File: config.mk
export PLATFORM = sky130hd
export DESIGN_NAME = dreg_write_arbiter
export DESIGN_NICKNAME = d
export VERILOG_FILES = /design/src/rtl/dreg_arb_pkg.sv /design/src/rtl/dreg_write_arbiter_shared_dreg.sv /design/src/rtl/dreg_write_arbiter.sv
export SDC_FILE = /design/constraint.sdc
export NUM_CORES = 1
export LEC_CHECK = 0
export CAP_MARGIN = 25
export CORE_MARGIN = 5
export CORE_UTILIZATION = 35
export DETAILED_ROUTE_END_ITERATION = 8
export GPL_ROUTABILITY_DRIVEN = 1
export GPL_TIMING_DRIVEN = 0
export PLACE_DENSITY = 0.62
export SETUP_SLACK_MARGIN = 0.02
export SYNTH_ARGS = -nofsm -noshare
export SYNTH_HDL_FRONTEND = slang
export SYNTH_SLANG_ARGS = --single-unit
File: constraint.sdc
create_clock -name clk -period 5.3 [get_ports clk]
set_input_delay 0.53 -clock clk [delete_from_list [all_inputs] [get_ports clk]]
set_output_delay 0.53 -clock clk [all_outputs]
set_load 0.01 [all_outputs]
File: src/rtl/dreg_arb_pkg.sv
// Shared definitions for the round-robin D-register write arbiter.
// Latency: n/a (types and a pure combinational helper only).
// Backpressure: n/a.
// Contents: FSM state encoding, rotating-priority search function.
package dreg_arb_pkg;

    typedef enum logic [1:0] {
        IDLE  = 2'd0,
        WRITE = 2'd1,
        ACK   = 2'd2
    } state_e;

    // Widest requester vector the search function handles.
    localparam int unsigned MAXREQ = 8;

    // Returns the index of the first set bit of req, scanning from ptr
    // upward and wrapping at n. Assumes ptr < n and n <= MAXREQ.
    // The caller checks that req is non-zero; with no request the
    // result is 0 and unused.
    function automatic int unsigned rr_pick(
        input logic [MAXREQ-1:0] req,
        input logic [2:0]        ptr,
        input int unsigned       n
    );
        int unsigned pick;
        int unsigned idx;
        logic        found;
        pick  = 0;
        found = 1'b0;
        for (int unsigned i = 0; i < MAXREQ; i++) begin
            idx = 32'(ptr) + i;
            if (idx >= n) begin
                idx = idx - n;
            end
            if ((i < n) && !found && req[idx[2:0]]) begin
                pick  = idx;
                found = 1'b1;
            end
        end
        return pick;
    endfunction

endpackage

File: src/rtl/dreg_write_arbiter_shared_dreg.sv
// Shared WIDTH-bit state register with load enable.
// Latency: d appears on q one clock after en is sampled high.
// Backpressure: none; loads whenever en is high, reset takes priority.
// Ports: clk, reset (sync, active-high), en, d, q.
module shared_dreg #(
    parameter int WIDTH = 8
) (
    input  logic             clk,
    input  logic             reset,
    input  logic             en,
    input  logic [WIDTH-1:0] d,
    output logic [WIDTH-1:0] q
);

    always_ff @(posedge clk) begin
        if (reset) begin
            q <= '0;
        end else if (en) begin
            q <= d;
        end
    end

endmodule

File: src/rtl/dreg_write_arbiter.sv
// Round-robin arbiter that serialises NREQ requesters onto one shared register.
// Latency: req sampled at t0, q updated at t1, ack pulsed t1..t2; one write per 3 cycles.
// Backpressure: requesters hold req until ack; en low blocks only new grants.
// Ports: clk, reset (sync, active-high), en, req[NREQ], wdata[NREQ*WIDTH],
//        gnt/ack (one-hot), q (register contents), busy, last_id.
module dreg_write_arbiter
    import dreg_arb_pkg::*;
#(
    parameter  int NREQ  = 4,
    parameter  int WIDTH = 8,
    localparam int IDW   = $clog2(NREQ)
) (
    input  logic                  clk,
    input  logic                  reset,
    input  logic                  en,
    input  logic [NREQ-1:0]       req,
    input  logic [NREQ*WIDTH-1:0] wdata,
    output logic [NREQ-1:0]       gnt,
    output logic [NREQ-1:0]       ack,
    output logic [WIDTH-1:0]      q,
    output logic                  busy,
    output logic [IDW-1:0]        last_id
);

    localparam logic [NREQ-1:0] ONE_HOT0 = NREQ'(1);
    localparam logic [IDW-1:0]  LAST_IDX = IDW'(NREQ - 1);

    state_e           state_q;
    logic [IDW-1:0]   sel_q;
    logic [IDW-1:0]   ptr_q;
    logic [IDW-1:0]   last_id_q;
    logic [WIDTH-1:0] hold_q;
    logic [NREQ-1:0]  gnt_q;
    logic [NREQ-1:0]  ack_q;
    logic             busy_q;

    logic [IDW-1:0]   winner_d;
    logic [IDW-1:0]   ptr_d;
    logic             reg_en;

    // Winner of the rotating search; only consumed in IDLE with req != 0.
    assign winner_d = IDW'(rr_pick(8'(req), 3'(ptr_q), NREQ));

    // The winner just served drops to lowest priority.
    assign ptr_d = (sel_q == LAST_IDX) ? '0 : sel_q + 1'b1;

    // Register enable decoded from registered state: one cycle, in WRITE.
    assign reg_en = (state_q == WRITE);

    always_ff @(posedge clk) begin
        if (reset) begin
            state_q   <= IDLE;
            sel_q     <= '0;
            ptr_q     <= '0;
            last_id_q <= '0;
            hold_q    <= '0;
            gnt_q     <= '0;
            ack_q     <= '0;
            busy_q    <= 1'b0;
        end else begin
            case (state_q)
                IDLE: begin
                    if (en && (|req)) begin
                        // Data is captured here so later wdata/req changes
                        // cannot disturb the in-flight write.
                        sel_q   <= winner_d;
                        hold_q  <= wdata[winner_d*WIDTH +: WIDTH];
                        gnt_q   <= ONE_HOT0 << winner_d;
                        busy_q  <= 1'b1;
                        state_q <= WRITE;
                    end
                end
                WRITE: begin
                    gnt_q   <= '0;
                    ack_q   <= gnt_q;
                    state_q <= ACK;
                end
                ACK: begin
                    ack_q     <= '0;
                    busy_q    <= 1'b0;
                    ptr_q     <= ptr_d;
                    last_id_q <= sel_q;
                    state_q   <= IDLE;
                end
                default: begin
                    gnt_q   <= '0;
                    ack_q   <= '0;
                    busy_q  <= 1'b0;
                    state_q <= IDLE;
                end
            endcase
        end
    end

    shared_dreg #(
        .WIDTH (WIDTH)
    ) u_shared_dreg (
        .clk   (clk),
        .reset (reset),
        .en    (reg_en),
        .d     (hold_q),
        .q     (q)
    );

    assign gnt     = gnt_q;
    assign ack     = ack_q;
    assign busy    = busy_q;
    assign last_id = last_id_q;

endmodule

Word level (Yosys, flattened, before mapping)
Cells that the tools add are included.
{ "classes": {"n_addsub": 8, "order_cmp": 8, "n_eq_ne": 4, "shift": 2, "muxes": 27, "bitwise": 2, "n_reduce_logical": 12} }
{ "ops": {"columns": ["op", "n"], "rows": [
  ["$shiftx 32x6->8", 1],
  ["$lt 3x4->1 const B", 4],
  ["$pmux 4 s2", 2],
  ["$bmux 1 s3", 4],
  ["$mux 2", 6],
  ["$mux 3", 4],
  ["$ge 3x3->1 const B", 3],
  ["$sub 3x3->3 const B", 3],
  ["$mux 1", 8],
  ["$add 2x2->3 const B", 2],
  ["$reduce_and 2->1", 3],
  ["$eq 2x2->1 const B", 2],
  ["$logic_and 1x1->1", 4],
  ["$mux 4", 1],
  ["$pmux 2 s2", 1],
  ["$reduce_or 4->1", 1],
  ["$shl 1x2->4 const A", 1],
  ["$add 2x1->3 const B", 1],
  ["$ge 2x3->1 const B", 1],
  ["$logic_not 1->1", 3],
  ["$sub 2x3->3 const B", 1],
  ["$add 2x1->2 const B", 1],
  ["$eq 2x1->1 const B", 1],
  ["$logic_not 2->1", 1],
  ["other kinds (3)", 4]
]} }
{ "totals": {"ff_bits": 33, "inputBits": 39, "out_inout_bits": 19, "word_cells": 72} }

Depth between registers and ports, before layout
Gate-level depths: netlist of the first run.
{ "depth": {"word_depth": 17, "depth_mapped": 11, "mapped_depth_nobuf": 8} }

Modules after synthesis
Synthesis of the first run repeated with hierarchy kept, for this count alone.
{ "hier_totals": {"cells_unflattened": 263, "area_unflattened_um2": 2248.4} }
{ "modules_own_cells": {"columns": ["module", "n_inst", "cells_per_inst", "area_each_um2", "seq_area_each_um2"], "rows": [
  ["dreg_write_arbiter", 1, 237, 1963.1, 500.5],
  ["shared_dreg", 1, 26, 285.3, 160.2]
]} }

Worst setup path before layout of the first run
OpenSTA, ideal clock, no wires.
{ "synth_path": {"kind": "register to register", "start": "register ptr_q[0]", "end": "register gnt_q[0] (netlist: gnt[0])", "setup_time_ns": 0.139, "arrival_ns": 2.044, "required_ns": 5.161, "setup_slack_ns": 3.118, "stages_incl_launch_ff": 11, "path_buffers": 2, "synth_period_minus_slack_ns": 2.182, "cell_sequence": "dfxtp_1 buf_6 inv_1 ha_1 buf_4 mux2_1 a211oi_1 a211oi_2 and2b_1 a22oi_1 nor3_1"} }
{ "synth_via": {"elab_chain_len": 17, "elab_cells_between_ends": 39, "cone_classes": "add/sub (7); order compare (4); shift (1); mux (21); reduce/logical (6)"} }
{ "synth_lines": {"columns": ["element", "line_no", "text"], "rows": [
  ["from (decl)", "dreg_write_arbiter.sv:30", "logic [IDW-1:0] ptr_q;"],
  ["from (signal assigned)", "dreg_write_arbiter.sv:81", "ptr_q <= ptr_d;"],
  ["parallel branches: the longest is 13 deep, another holds $add 2x1->3", null, null],
  ["$mux 2 *", "dreg_arb_pkg.sv:35", "if ((i < n) && !found && req[idx[2:0]]) begin"],
  ["$shl 1x2->4 *", "dreg_write_arbiter.sv:68", "gnt_q <= ONE_HOT0 << winner_d;"],
  ["$mux 4 *", "dreg_write_arbiter.sv:63", "if (en && (|req)) begin"],
  ["$pmux 4 s2 *", "dreg_write_arbiter.sv:61", "case (state_q)"],
  ["to (signal assigned)", "dreg_write_arbiter.sv:68", null],
  ["to (decl)", "dreg_write_arbiter.sv:33", "logic [NREQ-1:0] gnt_q;"]
]} }
Mark *: on every way between the ends. The select of a mux whose other input is x is not followed.
A chain may end at the register's enable or synchronous reset.

Worst setup path after layout of the first run
{ "layout_path": {"start": "register ptr_q[0]", "end": "register hold_q[7]"} }
{ "layout_via": {"elab_chain_len": 15, "elab_cells_between_ends": 37, "cone_classes": "add/sub (7); order compare (4); shift (1); mux (19); reduce/logical (6)"} }
{ "layout_lines": {"columns": ["element", "line_no", "text"], "rows": [
  ["parallel branches: the longest is 13 deep, another holds $add 2x1->3", null, null],
  ["$mux 2 *", "dreg_arb_pkg.sv:35", null],
  ["$shiftx 32x6->8 *", "dreg_write_arbiter.sv:67", "hold_q <= wdata[winner_d*WIDTH +: WIDTH];"],
  ["to (signal assigned)", "dreg_write_arbiter.sv:67", null],
  ["to (decl)", "dreg_write_arbiter.sv:32", "logic [WIDTH-1:0] hold_q;"]
]} }
Marks and branches as above.

==> flow_summary.yaml, run 1 <==
timing:
  worst_pin_slew_ns: 0.5820
  max_slew_margin_pct: 61.20
  holdWs_ns: 0.4525
  setup_viol: 0
  tns_ns: 0
  fmax_mhz: 411.1
  period_minus_slack_ns: 2.432
  skew_ns: 0.003400
  hold_violations: 0
  slew_violations: 0
  rsz0062_at_grt: "no"
  min_period_over_period_pct: 45.89
cts:
  clock-root-buffer: "clkbuf_8"
  post_cts_buffers: 0
  htree_num_levels: 2
  clk-insertion-delay-late_ns: 0.28
  cts.repair.resized: 0
  cts_hold_buf: 0
  clock-sinks: 33
  clockBufferDepth: 2
  path_clk_slew_ns: 0.07
  numCtsBuffers: 5
  cts_tree: "built"
cells_and_area:
  layout_common_cells: "55 x clkdlybuf4s50_1, 33 x dfxtp_1, 30 x nand2_1"
  fin_util_pct: 51.15
  synthToLayoutAreaGrowth_pct: 42.19
  n_antenna_cell: 0
  stdcell_count: 314
  final_common_cell: "clkdlybuf4s50_1"
  final_layout_size_suffix_gt1_share_pct: 11.34
  fillers: 454
  nets: 288
floorplan:
  rows: 25
  coreArea_um2: 4723
  fp.dieW_um: 79.68
  ios: 58
  die_h_um: 79.68
  dieArea_um2: 6348
  initial_core_util_pct: 35.97
place:
  portBuffers: 55
  hpwl_um: 3114
  place_inst: 306
  gp_congestion: 0.8032
logic_synthesis:
  syn-cell-area_um2: 1699
  yosysTopAreaCell: "dfxtp_1"
  synth_cells: 184
  syn_area_per_cell_um2: 9.234
  synth_nets: 226
  yosys_warnings: 0
  async_flop_share_pct: 0
  ys_types: 42
  ys_ff_latch: 33
  yosysSeqAreaShare_pct: 38.88
  synth_area_leaders: "dfxtp_1 39%, mux2i_1 15%, nand2_1 6.6%, o221ai_1 4.1%, a21oi_1 3.5%"
  synth-edff-count: 0
  ys.flop_type: "dfxtp_1"
  synth_top_area_share_pct: 38.88
detailed_routing:
  drtIter0Drc: 58
  drc: 0
  drt-vias-per-instance: 4.866
  wirelength_um: 4115
  num_vias: 1528
  first_pass_iters: 4
  routedWlPerCell_um: 13.11
  antenna_left: 0
power_and_ir_drop:
  p_per_area_nw_per_um2: 238.3
  peakVddDrop_uv: 98.54
  power.leakage_nw: 0.9565
  power.total_mw: 0.5757
critical_path:
  setup.worst_path.class: "register to register"
  cp-start-kind: "register"
  worst_ep_arrival_time_ns: 2.64
  cp.required_ns: 5.50
  crit_fanout: 10
  critPathCaptureType: "register"
outcome:
  status: "finished clean"
grt:
  grt_usage_pct: 13.93
  grt_pass1_vias: 1498
  grt_max_degree: 11
  grt_first_pass_wirelength_um: 6989
  grt.overflow.total: 0
  antenna_found_initial: 0
hold_path:
  min_path_type: "register to register"
job:
  drv_cap: 0
flip-flops by register name, indices dropped and copies added (netlist names):
name / count
hold_q: 8
u_shared_dreg.q: 8
ack: 4
gnt: 4
last_id: 2
ptr_q: 2
sel_q: 2
state_q: 2
busy: 1
metrics by stage:
step,instance area [µm²],worst slack [ns]
4_1_cts,2416,2.837
3_5_place_dp,2333,2.595
6_report,2416,2.868
5_1_grt,2416,2.674
3_3_place_gp,2333,2.585
2_1_floorplan,1699,3.118
cells by family after synthesis:
| logic type | Yosys count | synth area share, % |
|---|---|---|
| buf+inv | 17 | 5.817 |
| simple gates | 62 | 17.60 |
| compound gates | 41 | 18.63 |
| flops | 33 | 38.88 |
| fa+ha+maj | 3 | 2.209 |
| mux | 28 | 16.86 |
metal layers:
metal	track usage (%)	share of wire, %	wire, µm
met1	16.61	45	1845
met2	22.12	43	1753
met3	6.321	11	461
met4	4.639	1.3	55
met5	0	0	0
worst paths after layout:
path | startpoint | endpoint | slack, ns | cells past startpoint
worst max-delay path | ptr_q[0] | hold_q[7] | 2.87 | 10
worst min-delay path | u_shared_dreg.q[7] | u_shared_dreg.q[7] | 0.45 | 2
worst max register to register | ptr_q[0] | hold_q[7] | 2.87 | 10
worst min register to register | u_shared_dreg.q[7] | u_shared_dreg.q[7] | 0.45 | 2
synth_stat cells (2+ instances only):
cell	instances
nor3_2	2
nand2b_1	4
buf_6	4
o221ai_1	8
o21ai_0	2
ha_1	3
clkbuf_1	3
inv_1	4
dfxtp_1	33
o22ai_1	2
a21oi_1	12
a22oi_1	2
a211oi_1	3
buf_1	3
nor2_1	11
nand2_1	30
nor3_1	7
a211oi_2	2
mux2i_1	26
final cells by class:
class	instances	area (µm²)	share of cell area, %
Clock inverter	2	10.01	0.4143
Timing Repair Buffer	55	550.5	22.79
Multi-Input combinational cell	134	939.7	38.89
Inverter	5	18.77	0.7768
Sequential cell	33	660.6	27.34
Buffer	12	80.08	3.314
Clock buffer	6	72.57	3.004
Tap cell	67	83.83	3.470
critical path, cell delays in order, from the launching register on:
cell and delay [ns]:
dfxtp_1 0.43, buf_6 0.18, inv_1 0.07, ha_1 0.30
buf_4 0.17, mux2_1 0.31, a211oi_1 0.26, a211oi_2 0.12
nand2b_1 0.17, buf_2 0.17, o221ai_1 0.18
power breakdown:
part	switching, mW	leakage [nW]	internal [mW]	total, mW
sequential	0.00936	0.269	0.262	0.271
combinational	0.0560	0.643	0.0683	0.124
clock	0.0893	0.0450	0.0909	0.180
total	0.155	0.957	0.421	0.576
(Power assumes the default switching activity.)
==> run 2, diff against run 1 <==
==> constraint.sdc (replaced) <==
create_clock -name clk -period 2.3 [get_ports clk]
set_input_delay 0.23 -clock clk [delete_from_list [all_inputs] [get_ports clk]]
set_output_delay 0.23 -clock clk [all_outputs]
set_load 0.01 [all_outputs]
==> run 2 against run 1 <==
Net effect: global-route usage is 0.54 points higher; combinational power grew to 2.6 times the previous value; sequential power is 130% higher; register-to-register slack worse by 2.7 ns; hold slack worse by 0.038 ns; first-iteration DRC count is 19% higher; cell count is 1.6% higher; die area stayed put; via count is 2.6% higher; clock-buffer cell count stayed put; clock power is 130% higher; critical path depth stayed put; critical path type unchanged; largest power group unchanged.
==> flow_summary.yaml, run 2 (same netlist as run 1, synthesis figures left out) <==
timing:
  max_slew_margin_pct: 61.02
  fmax_mhz: 467.1
  hold_violations: 0
  min_period_over_period_pct: 93.08
  period_minus_slack_ns: 2.141
  slew_violations: 0
  rsz0062_at_grt: "no"
  skew_ns: 0.003877
  worst_pin_slew_ns: 0.5847
  tns_ns: 0
  setup_viol: 0
critical_path:
  critPathMaxStageDelay_ns: 0.35
  cp-start-kind: "register"
  crit_chain: "buf_8 > inv_2 > ha_4 > clkbuf_4 > o22ai_2 > o21ai_1 > o21ai_2 > buf_6 > mux2i_1 > o221ai_1"
  critPathCaptureType: "register"
  critPathLaunch: "ptr_q[0]"
  critical_path.slowest_cell: "dfxtp_4"
  setup.worst_path.class: "register to register"
  crit_fanout: 5
  worst_ep_arrival_time_ns: 2.30
  rr_startpoint: "ptr_q[0]"
  cp.required_ns: 2.46
  path_delay_family: "compound AO/OA/AOI/OAI gates"
  path_buf_inv: 4
power_and_ir_drop:
  power.total_mw: 1.355
  combPwrFrac_pct: 23.4
  p_sw_mw: 0.3689
  power.leakage_nw: 0.9923
  p_int_mw: 0.9860
  clkPwrFrac_pct: 30.6
  peakVddDrop_uv: 230.4
  swShare_pct: 27.23
  p_per_area_nw_per_um2: 536.6
  p_seq_share_pct: 46.0
cells_and_area:
  nets: 293
  final_layout_size_suffix_gt1_share_pct: 17.86
  design_area_um2: 2525
  layout_common_cells: "55 x clkdlybuf4s50_1, 31 x dfxtp_1, 28 x nand2_1"
  final_common_cell: "clkdlybuf4s50_1"
  n_antenna_cell: 0
  largestRegisters: "hold_q: 8 flops, u_shared_dreg.q: 8 flops"
  synthToLayoutAreaGrowth_pct: 48.60
grt:
  antenna_found_initial: 0
  grt.overflow.total: 0
  grt_max_degree: 11
  grt_usage_pct: 14.48
  grt_first_pass_wirelength_um: 7238
  grt_pass1_vias: 1528
cts:
  cts_hold_buf: 0
  clock-sinks: 33
  clk-insertion-delay-late_ns: 0.28
  numCtsBuffers: 5
  path_clk_slew_ns: 0.07
  clock-root-buffer: "clkbuf_8"
  clockBufferDepth: 2
  htree_num_levels: 2
  cts_tree: "built"
hold_path:
  min_path_type: "primary input to register"
  min_from: "reset"
detailed_routing:
  drtIter0Drc: 69
  antenna_left: 0
  first_pass_iters: 4
  drc: 0
  num_vias: 1568
  drt-vias-per-instance: 4.915
  routedWlPerCell_um: 13.71
  wirelength_um: 4374
floorplan:
  initial_core_util_pct: 35.97
  coreArea_um2: 4723
  ios: 58
  rows: 25
  fp.dieW_um: 79.68
  dieArea_um2: 6348
  die_h_um: 79.68
place:
  gp_congestion: 0.8032
  hpwl_um: 3114
  detailed_place.area_um2: 2333
  portBuffers: 55
outcome:
  status: "finished clean"
job:
  drv_cap: 0
## run 2: changes by cell type in the layout (fill, tap and decap cells not counted), sizes merged
cell and delta:
clkbuf +1, buf +4
## run 2: path summary, 6_finish.rpt
check / endpoint / slack [ns] / cells past startpoint
setup reg to reg: hold_q[4] / 0.16 / 10
hold / removal: gnt[3] / 0.41 / 2
hold reg to reg: u_shared_dreg.q[7] / 0.45 / 2
setup / recovery: hold_q[4] / 0.16 / 10
## run 2: what timing repair did
action | CTS | global route
setup buffers | 1 | 1
pin swaps | 3 | 2
resized for setup | 13 | 10
gates cloned | 3 | 0
setup endpoints to repair | 13 | 10
## run 2: metal layers
metal | up-vias | global-route usage, % | wire [µm]
met2 | 59 | 22.95 | 1896
met1 | 702 | 17.51 | 1954
li1 | 801 | - | -
met3 | 6 | 6.321 | 468
met5 | - | 0 | 0
met4 | 0 | 4.639 | 54
## run 2: metrics by stage
step	utilization (%)	hold slack (ns)	setup WS [ns]	cells
6_report	53.46	0.4141	0.1592	319
5_1_grt	53.46	0.4248	0.03384	319
4_1_cts	52.64	0.3896	0.04809	318
3_5_place_dp	49.40	0.4442	-0.1482	306
3_3_place_gp	49.40	0.4408	-0.1344	306
2_1_floorplan	-	0.4296	0.1177	184
## run 2: layout make-up
cell class	count	area [µm²]
Fill cell	448	2198
Multi-Input combinational cell	134	985.9
Sequential cell	33	668.1
Timing Repair Buffer	60	595.6
Buffer	12	90.09
Tap cell	67	83.83
Clock buffer	6	72.57
Inverter	5	18.77
Clock inverter	2	10.01
## run 2: power groups by stage
stage | logic, mW | clock network [mW] | registers, mW
4_1_cts | 0.310 | 0.426 | 0.624
2_1_floorplan | 0.165 | 0 | 0.638
6_report | 0.317 | 0.415 | 0.623
3_3_place_gp | 0.289 | 0 | 0.638
3_5_place_dp | 0.289 | 0 | 0.638
5_1_grt | 0.345 | 0.450 | 0.627
